File: config.mk
export PLATFORM = sky130hd
export DESIGN_NAME = overdrive_multi_flat
export DESIGN_NICKNAME = d
export VERILOG_FILES = /design/src/rtl/overdrive_pkg.sv /design/src/rtl/overdrive_multi_if.sv /design/src/rtl/od_shaper.sv /design/src/rtl/overdrive_multi.sv /design/src/flat_wrapper.sv
export SDC_FILE = /design/constraint.sdc
export NUM_CORES = 1
export LEC_CHECK = 0
export CORE_UTILIZATION = 40
export DETAILED_ROUTE_END_ITERATION = 12
export DONT_BUFFER_PORTS = 1
export HOLD_SLACK_MARGIN = 0.08
export PLACE_DENSITY = 0.55
export SLEW_MARGIN = 15
export SYNTH_ARGS = -nofsm -noshare
export SYNTH_HDL_FRONTEND = slang
export SYNTH_SLANG_ARGS = --single-unit
File: constraint.sdc
create_clock -name CLK -period 12.9 [get_ports CLK]
set_input_delay 2.58 -clock CLK [delete_from_list [all_inputs] [get_ports CLK]]
set_output_delay 2.58 -clock CLK [all_outputs]
set_load 0.05 [all_outputs]
File: src/rtl/overdrive_pkg.sv
// Shared types and helpers for the multi-channel overdrive stage.
package overdrive_pkg;

   typedef enum logic [1:0] {
      BYPASS = 2'd0,
      HARD   = 2'd1,
      SOFT   = 2'd2,
      RSVD   = 2'd3
   } od_mode_e;

   typedef enum logic [1:0] {
      IDLE   = 2'd0,
      RUN    = 2'd1,
      FINISH = 2'd2
   } od_state_e;

   localparam int unsigned SAT_W = 64;

   // Clamp a sign-extended value of in_w significant bits to the signed range of dw bits.
   function automatic logic signed [SAT_W-1:0] sat(input logic signed [SAT_W-1:0] x,
                                                   input int unsigned in_w,
                                                   input int unsigned dw);
      logic signed [SAT_W-1:0] mx;
      logic signed [SAT_W-1:0] mn;
      mx = (SAT_W'(64'sd1) <<< (dw - 1)) - SAT_W'(64'sd1);
      mn = -mx - SAT_W'(64'sd1);
      if (in_w <= dw) begin
         sat = x;
      end else if (x > mx) begin
         sat = mx;
      end else if (x < mn) begin
         sat = mn;
      end else begin
         sat = x;
      end
   endfunction

endpackage

File: src/rtl/overdrive_multi_if.sv
// Frame request/response bundle between the frame buffer and the overdrive stage.
interface overdrive_multi_if #(
   parameter int unsigned DATA_W   = 16,
   parameter int unsigned CHANNELS = 2,
   parameter int unsigned GAIN_W   = 8
);
   logic                         START;
   logic [1:0]                   MODE;
   logic [GAIN_W-1:0]            GAIN;
   logic [CHANNELS*DATA_W-1:0]   input_frame;
   logic [CHANNELS*DATA_W-1:0]   output_frame;
   logic                         BUSY;
   logic                         DONE;

   modport master (
      output START, MODE, GAIN, input_frame,
      input  output_frame, BUSY, DONE
   );

   modport slave (
      input  START, MODE, GAIN, input_frame,
      output output_frame, BUSY, DONE
   );
endinterface

File: src/rtl/od_shaper.sv
// Combinational shaping of one gained sample: bypass, hard clip or soft-knee clip.
module od_shaper
   import overdrive_pkg::*;
#(
   parameter int unsigned DATA_W = 16,
   parameter int unsigned S_W    = 25,
   parameter int          KNEE   = 'h4000
) (
   input  logic signed [S_W-1:0]    s,
   input  od_mode_e                 mode,
   input  logic signed [DATA_W-1:0] raw,
   output logic signed [DATA_W-1:0] y_c
);
   localparam int unsigned XW = S_W + 2;
   localparam logic signed [XW-1:0] KX = XW'(KNEE);

   logic signed [XW-1:0] sx;
   logic signed [XW-1:0] knee_c;

   assign sx = XW'(s);

   // Compress beyond the knee at a 1/4 slope; headroom in XW keeps this wrap-free.
   always_comb begin
      knee_c = sx;
      if (sx > KX) begin
         knee_c = KX + ((sx - KX) >>> 2);
      end else if (sx < -KX) begin
         knee_c = -KX + ((sx + KX) >>> 2);
      end
   end

   always_comb begin
      y_c = raw;
      case (mode)
         BYPASS:  y_c = raw;
         SOFT:    y_c = DATA_W'(sat(SAT_W'(knee_c), XW, DATA_W));
         default: y_c = DATA_W'(sat(SAT_W'(sx), XW, DATA_W));
      endcase
   end
endmodule

File: src/rtl/overdrive_multi.sv
// Frame-based overdrive: one shared multiplier walks the channels through a 2-stage pipeline.
module overdrive_multi
   import overdrive_pkg::*;
#(
   parameter int unsigned DATA_W    = 16,
   parameter int unsigned CHANNELS  = 2,
   parameter int unsigned GAIN_W    = 8,
   parameter int unsigned GAIN_FRAC = 4,
   parameter int          KNEE      = 'h4000
) (
   input logic              CLK,
   input logic              RESET_N,
   overdrive_multi_if.slave bus
);
   localparam int unsigned PROD_W = DATA_W + GAIN_W + 1;
   localparam int unsigned CNT_W  = $clog2(CHANNELS + 1);
   localparam int unsigned IDX_W  = (CHANNELS > 1) ? $clog2(CHANNELS) : 1;

   od_state_e                  state_q, state_d;
   logic [CNT_W-1:0]           idx_q;
   logic signed [DATA_W-1:0]   in_q     [CHANNELS];
   logic signed [DATA_W-1:0]   shadow_q [CHANNELS];
   logic [GAIN_W-1:0]          gain_q;
   od_mode_e                   mode_q;
   logic signed [PROD_W-1:0]   s_q;
   logic signed [DATA_W-1:0]   raw_q;
   logic [CHANNELS*DATA_W-1:0] out_q;
   logic                       busy_q;
   logic                       done_q;

   logic [IDX_W-1:0]           rd_sel_c;
   logic [IDX_W-1:0]           wr_sel_c;
   logic signed [DATA_W-1:0]   sample_c;
   logic signed [PROD_W-1:0]   prod_c;
   logic signed [PROD_W-1:0]   s_c;
   logic signed [DATA_W-1:0]   y_c;

   assign bus.output_frame = out_q;
   assign bus.BUSY         = busy_q;
   assign bus.DONE         = done_q;

   // Stage 1: gain multiply on the channel selected by idx; idx==CHANNELS only drains stage 2.
   assign rd_sel_c = (idx_q < CNT_W'(CHANNELS)) ? IDX_W'(idx_q) : '0;
   assign wr_sel_c = IDX_W'(idx_q - CNT_W'(1));
   assign sample_c = in_q[rd_sel_c];
   assign prod_c   = PROD_W'(sample_c) * PROD_W'($signed({1'b0, gain_q}));
   assign s_c      = prod_c >>> GAIN_FRAC;

   od_shaper #(
      .DATA_W (DATA_W),
      .S_W    (PROD_W),
      .KNEE   (KNEE)
   ) u_shaper (
      .s    (s_q),
      .mode (mode_q),
      .raw  (raw_q),
      .y_c  (y_c)
   );

   always_ff @(posedge CLK or negedge RESET_N) begin
      if (!RESET_N) begin
         state_q <= IDLE;
      end else begin
         state_q <= state_d;
      end
   end

   always_comb begin
      state_d = state_q;
      case (state_q)
         IDLE:    if (bus.START) state_d = RUN;
         RUN:     if (idx_q == CNT_W'(CHANNELS)) state_d = FINISH;
         FINISH:  state_d = IDLE;
         default: state_d = IDLE;
      endcase
   end

   always_ff @(posedge CLK or negedge RESET_N) begin
      if (!RESET_N) begin
         idx_q  <= '0;
         gain_q <= '0;
         mode_q <= BYPASS;
         s_q    <= '0;
         raw_q  <= '0;
         out_q  <= '0;
         busy_q <= 1'b0;
         done_q <= 1'b0;
         for (int k = 0; k < CHANNELS; k++) begin
            in_q[k]     <= '0;
            shadow_q[k] <= '0;
         end
      end else begin
         busy_q <= (state_q == RUN);
         done_q <= (state_q == FINISH);
         case (state_q)
            IDLE: begin
               if (bus.START) begin
                  idx_q  <= '0;
                  gain_q <= bus.GAIN;
                  mode_q <= od_mode_e'(bus.MODE);
                  for (int k = 0; k < CHANNELS; k++) begin
                     in_q[k] <= bus.input_frame[k*DATA_W +: DATA_W];
                  end
               end
            end
            RUN: begin
               idx_q <= idx_q + CNT_W'(1);
               if (idx_q < CNT_W'(CHANNELS)) begin
                  s_q   <= s_c;
                  raw_q <= sample_c;
               end
               if (idx_q != '0) begin
                  shadow_q[wr_sel_c] <= y_c;
               end
            end
            FINISH: begin
               for (int k = 0; k < CHANNELS; k++) begin
                  out_q[k*DATA_W +: DATA_W] <= shadow_q[k];
               end
            end
            default: ;
         endcase
      end
   end
endmodule

File: src/flat_wrapper.sv
// flat-port wrapper written by rule: the top's interface ports become plain ports
module overdrive_multi_flat import overdrive_pkg::*;
#(
   parameter int unsigned DATA_W    = 16,
   parameter int unsigned CHANNELS  = 2,
   parameter int unsigned GAIN_W    = 8,
   parameter int unsigned GAIN_FRAC = 4,
   parameter int          KNEE      = 'h4000
)
  (CLK, RESET_N, bus_START, bus_MODE, bus_GAIN, bus_input_frame, bus_output_frame, bus_BUSY, bus_DONE);
  overdrive_multi_if #(.DATA_W(DATA_W), .CHANNELS(CHANNELS), .GAIN_W(GAIN_W)) bus_i ();
  input logic CLK;
  input logic RESET_N;
  input wire logic [$bits(bus_i.START)-1:0] bus_START;
  input wire logic [$bits(bus_i.MODE)-1:0] bus_MODE;
  input wire logic [$bits(bus_i.GAIN)-1:0] bus_GAIN;
  input wire logic [$bits(bus_i.input_frame)-1:0] bus_input_frame;
  output wire logic [$bits(bus_i.output_frame)-1:0] bus_output_frame;
  output wire logic [$bits(bus_i.BUSY)-1:0] bus_BUSY;
  output wire logic [$bits(bus_i.DONE)-1:0] bus_DONE;
  assign bus_i.START = bus_START;
  assign bus_i.MODE = bus_MODE;
  assign bus_i.GAIN = bus_GAIN;
  assign bus_i.input_frame = bus_input_frame;
  assign bus_output_frame = bus_i.output_frame;
  assign bus_BUSY = bus_i.BUSY;
  assign bus_DONE = bus_i.DONE;
  overdrive_multi #(.DATA_W(DATA_W), .CHANNELS(CHANNELS), .GAIN_W(GAIN_W), .GAIN_FRAC(GAIN_FRAC), .KNEE(KNEE)) u_core (.CLK(CLK), .RESET_N(RESET_N), .bus(bus_i));
endmodule
==> key figures <==
Setup path
  • Kind of critical path: reg2reg
  • Element type at the critical path start: flip-flop
  • CP most frequent cell: fa_1
  • CP startpoint: u_core.idx_q[1]
  • Slowest stage delay, CP: 0.86 ns
  • Capture instance of the worst register-to-register path: u_core.s_q[20]
  • CP required: 13.21 ns
  • R2R Setup Slk: 6.26 ns
  • R2R cell count: 18
  • CP max-delay cell: ha_1
  • Worst path cell trace: inv_1 -> ha_1 -> mux2i_1 -> nor2b_1 -> fa_1 -> fa_1 -> inv_1 -> fa_1 -> fa_1 -> inv_1 -> ha_1 -> o21ai_0 -> o21ai_1 -> a31oi_1 -> o31ai_1 -> a31o_2 -> a2111oi_0 -> a211oi_1
  • Worst R2R Start: u_core.idx_q[1]
  • CP arrival: 6.96 ns
  • Worst setup EP type: flip-flop
  • Worst-path maximum fanout: 16

Outcome
  • Outcome: complete, no violations

CTS
  • Clock transition at path regs: 0.07 ns
  • H-tree levels: 4
  • Root buffer cell: clkbuf_16
  • CTS-repair resized insts: 0
  • CTS tree: yes
  • Post-CTS Setup Bufs: 0
  • Latest clock arrival within the worst-skew pair: 0.45 ns
  • Num Clock Sinks: 149
  • Post-CTS Hold Buffers: 0
  • Clk buf depth: 2
  • Num CTS Buffers: 17

Synth
  • Prevailing post-synth register cell: dfrtp_1
  • YS warnings: 0
  • Yosys cell types: 75
  • Synthesized net count: 1464
  • Yosys top cell by area: dfrtp_1
  • Post-synthesis simple-gate area fraction: 15.5%
  • #FFs+latches synth: 149
  • Adder-cell area share of the yosys netlist: 22.2%
  • FFs w/ async S/R, synth: 100%
  • Post-Synth XOR/XNOR Area: 1.97%
  • Main combinational cell family by area after synthesis: adder cells
  • Compound-Gate Fraction of Synth Area: 13.7%
  • Share of the yosys chip area belonging to registers: 30.1%
  • Mapped Cells: 1261
  • Mapped cell area: 0.0124 sq mm
  • Multiplexer area fraction after synthesis: 9.21%
  • Post-synth EDFFs: 0
  • Most frequent cells after synthesis: inv_1, nand2_1, dfrtp_1
  • Post-synth top area share: 30.1%
  • Avg Inst Size Synth: 9.82 sq um
  • Area contributors post-synth: dfrtp_1, fa_1, mux2_2

Min path
  • Min-Delay Path Depth: 2
  • WHS Endpoint: u_core.raw_q[14]
  • Hold path start: u_core.raw_q[14]
  • Hold Path Class: reg2reg

Floorplanning
  • Die area: 0.0317 sq mm
  • Starting Density: 40.6%
  • Row count: 64
  • Core area: 0.0305 sq mm
  • Top Ports: 79
  • Die height: 178 um
  • Die Width: 178 um

Global routing
  • Total global-route track usage: 20.7%
  • First-pass GRT wire length: 50.8 mm
  • Grt ovf: 0
  • Vias in the first global route: 9201
  • Largest net degree at the start of global routing: 150
  • Initial antenna violation count: 1

STA
  • Final hold violation count: 0
  • Final Slew Violations: 0
  • Setup ws final: 6.26 ns
  • Worst-Margin Slew: 1.16 ns
  • Max Clock Skew: 0.0144 ns
  • Fin Setup TNS: 0 ns
  • Final period util: 51.5%
  • Relative slew slack: 22.1%
  • Fmax: 0.151 GHz
  • Final Setup Violations: 0
  • RSZ-0062 raised after global routing: false
  • Fin crit period: 6.64 ns

Placed design
  • Port Buffer Count: 0
  • Worst setup slack after placement: 6.32 ns
  • GPL Wtd Cong: 0.879
  • Final HPWL DP: 21.8 mm

Flow run
  • # Max-Cap Violations: 0

Cells and area
  • # nets final: 1429
  • Layout cells sized above 1: 14.6%
  • Multi-input combinational cell area: 0.00776 sq mm
  • Sequential standard cell area: 0.00373 sq mm
  • P&R area growth vs syn: 7.03%
  • FILL cells: 2953
  • Antenna cells: 0

Route
  • DRC violations left: 0
  • DR vias/cell: 5.52
  • Initial drt markers: 485
  • DR pass1 iterations: 5
  • Vias: 9029
  • Wire per inst: 18.7 um
  • Routed WL: 30.6 mm
  • Final antenna-violating net count: 0
[worst max-delay path: cells and delay by family, from the launching register on]
| kind | cells | cell delay [ns] |
|---|---|---|
| DFF | 1 | 0.40 |
| AOI/OAI and AO/OA | 7 | 1.77 |
| and+or+nand+nor | 1 | 0.15 |
| buffers and inverters | 3 | 0.21 |
| adders and majority gates | 6 | 3.27 |
| muxes | 1 | 0.69 |
[worst max path at each step]
stage,depth (start not counted),endpoint
final,18,u_core.s_q[20]
after global routing,18,u_core.s_q[20]
after CTS,18,u_core.s_q[20]
after detailed placement,18,u_core.s_q[20]
after global placement,18,u_core.s_q[20]
after floorplan,20,u_core.s_q[20]
[sequential cells by signal (all words and copies together), names as in the netlist]
name                     flops
u_core.bus.output_frame     32
u_core.in_q                 32
u_core.shadow_q             32
u_core.s_q                  21
u_core.raw_q                16
u_core.gain_q                8
u_core.idx_q                 2
u_core.mode_q                2
u_core.state_q               2
u_core.bus.BUSY              1
u_core.bus.DONE              1
[stage by stage]
| step | hold slack (ns) | instances | utilization (%) | area, sq um |
|---|---|---|---|---|
| final | 0.483 | 1635 | 43.4 | 13200 |
| after global routing | 0.513 | 1635 | 43.4 | 13200 |
| after CTS | 0.484 | 1634 | 43.4 | 13200 |
| after detailed placement | 0.465 | 1602 | 41.4 | 12600 |
| after global placement | 0.461 | 1602 | 41.4 | 12600 |
| after floorplan | 0.446 | 1261 | - | 12400 |
[placed cells by master (no fill, tap or decap), types with 5 or more instances in the layout]
| cell | n |
|---|---|
| a21oi_1 | 36 |
| nor2_1 | 52 |
| a221o_1 | 29 |
| buf_4 | 9 |
| fa_1 | 102 |
| nor2b_1 | 19 |
| clkbuf_16 | 17 |
| xnor2_1 | 16 |
| nand2_1 | 151 |
| and3_1 | 5 |
| nand3_1 | 14 |
| ha_1 | 56 |
| o31ai_1 | 7 |
| a31oi_1 | 5 |
| o21ai_1 | 32 |
| nand2b_1 | 7 |
| o21ai_0 | 31 |
| inv_1 | 151 |
| xor2_1 | 10 |
| mux2i_1 | 7 |
| a21o_1 | 8 |
| and2_1 | 60 |
| a211oi_1 | 9 |
| dfrtp_1 | 149 |
| nor3_2 | 13 |
| mux2_2 | 95 |
| a41oi_1 | 28 |
| nor3_1 | 18 |
| nand4_1 | 6 |
[area by class of cell]
type | instances | area share [%]
repair buffers | 10 | 0.623
well taps | 396 | 3.74
clock inverters | 14 | 1.23
inverters | 154 | 4.36
multi-input cells | 894 | 58.6
clock buffers | 18 | 3.32
flip-flops and latches | 149 | 28.1
[logic make-up after synthesis]
| kind of cell | count (synthesis) |
|---|---|
| adder cells (fa/ha/maj) | 158 |
| AO/OA/AOI/OAI | 231 |
| XOR/XNOR | 27 |
| flip-flops | 149 |
| multiplexers | 102 |
| buffers and inverters | 218 |
| AND/OR/NAND/NOR | 376 |
[routing by layer]
metal	wire length (um)	share of wire, %	global-route usage [%]	up-vias
met1	14800	48	29.1	4494
met3	1450	4.7	3.53	32
met2	13900	45	32.4	263
met5	0	0	0	-
li1	-	-	-	4240
met4	502	1.6	6.41	0
Power is not shown: default switching activity piles up to over one toggle a cycle in this logic, so the estimate is an artifact.
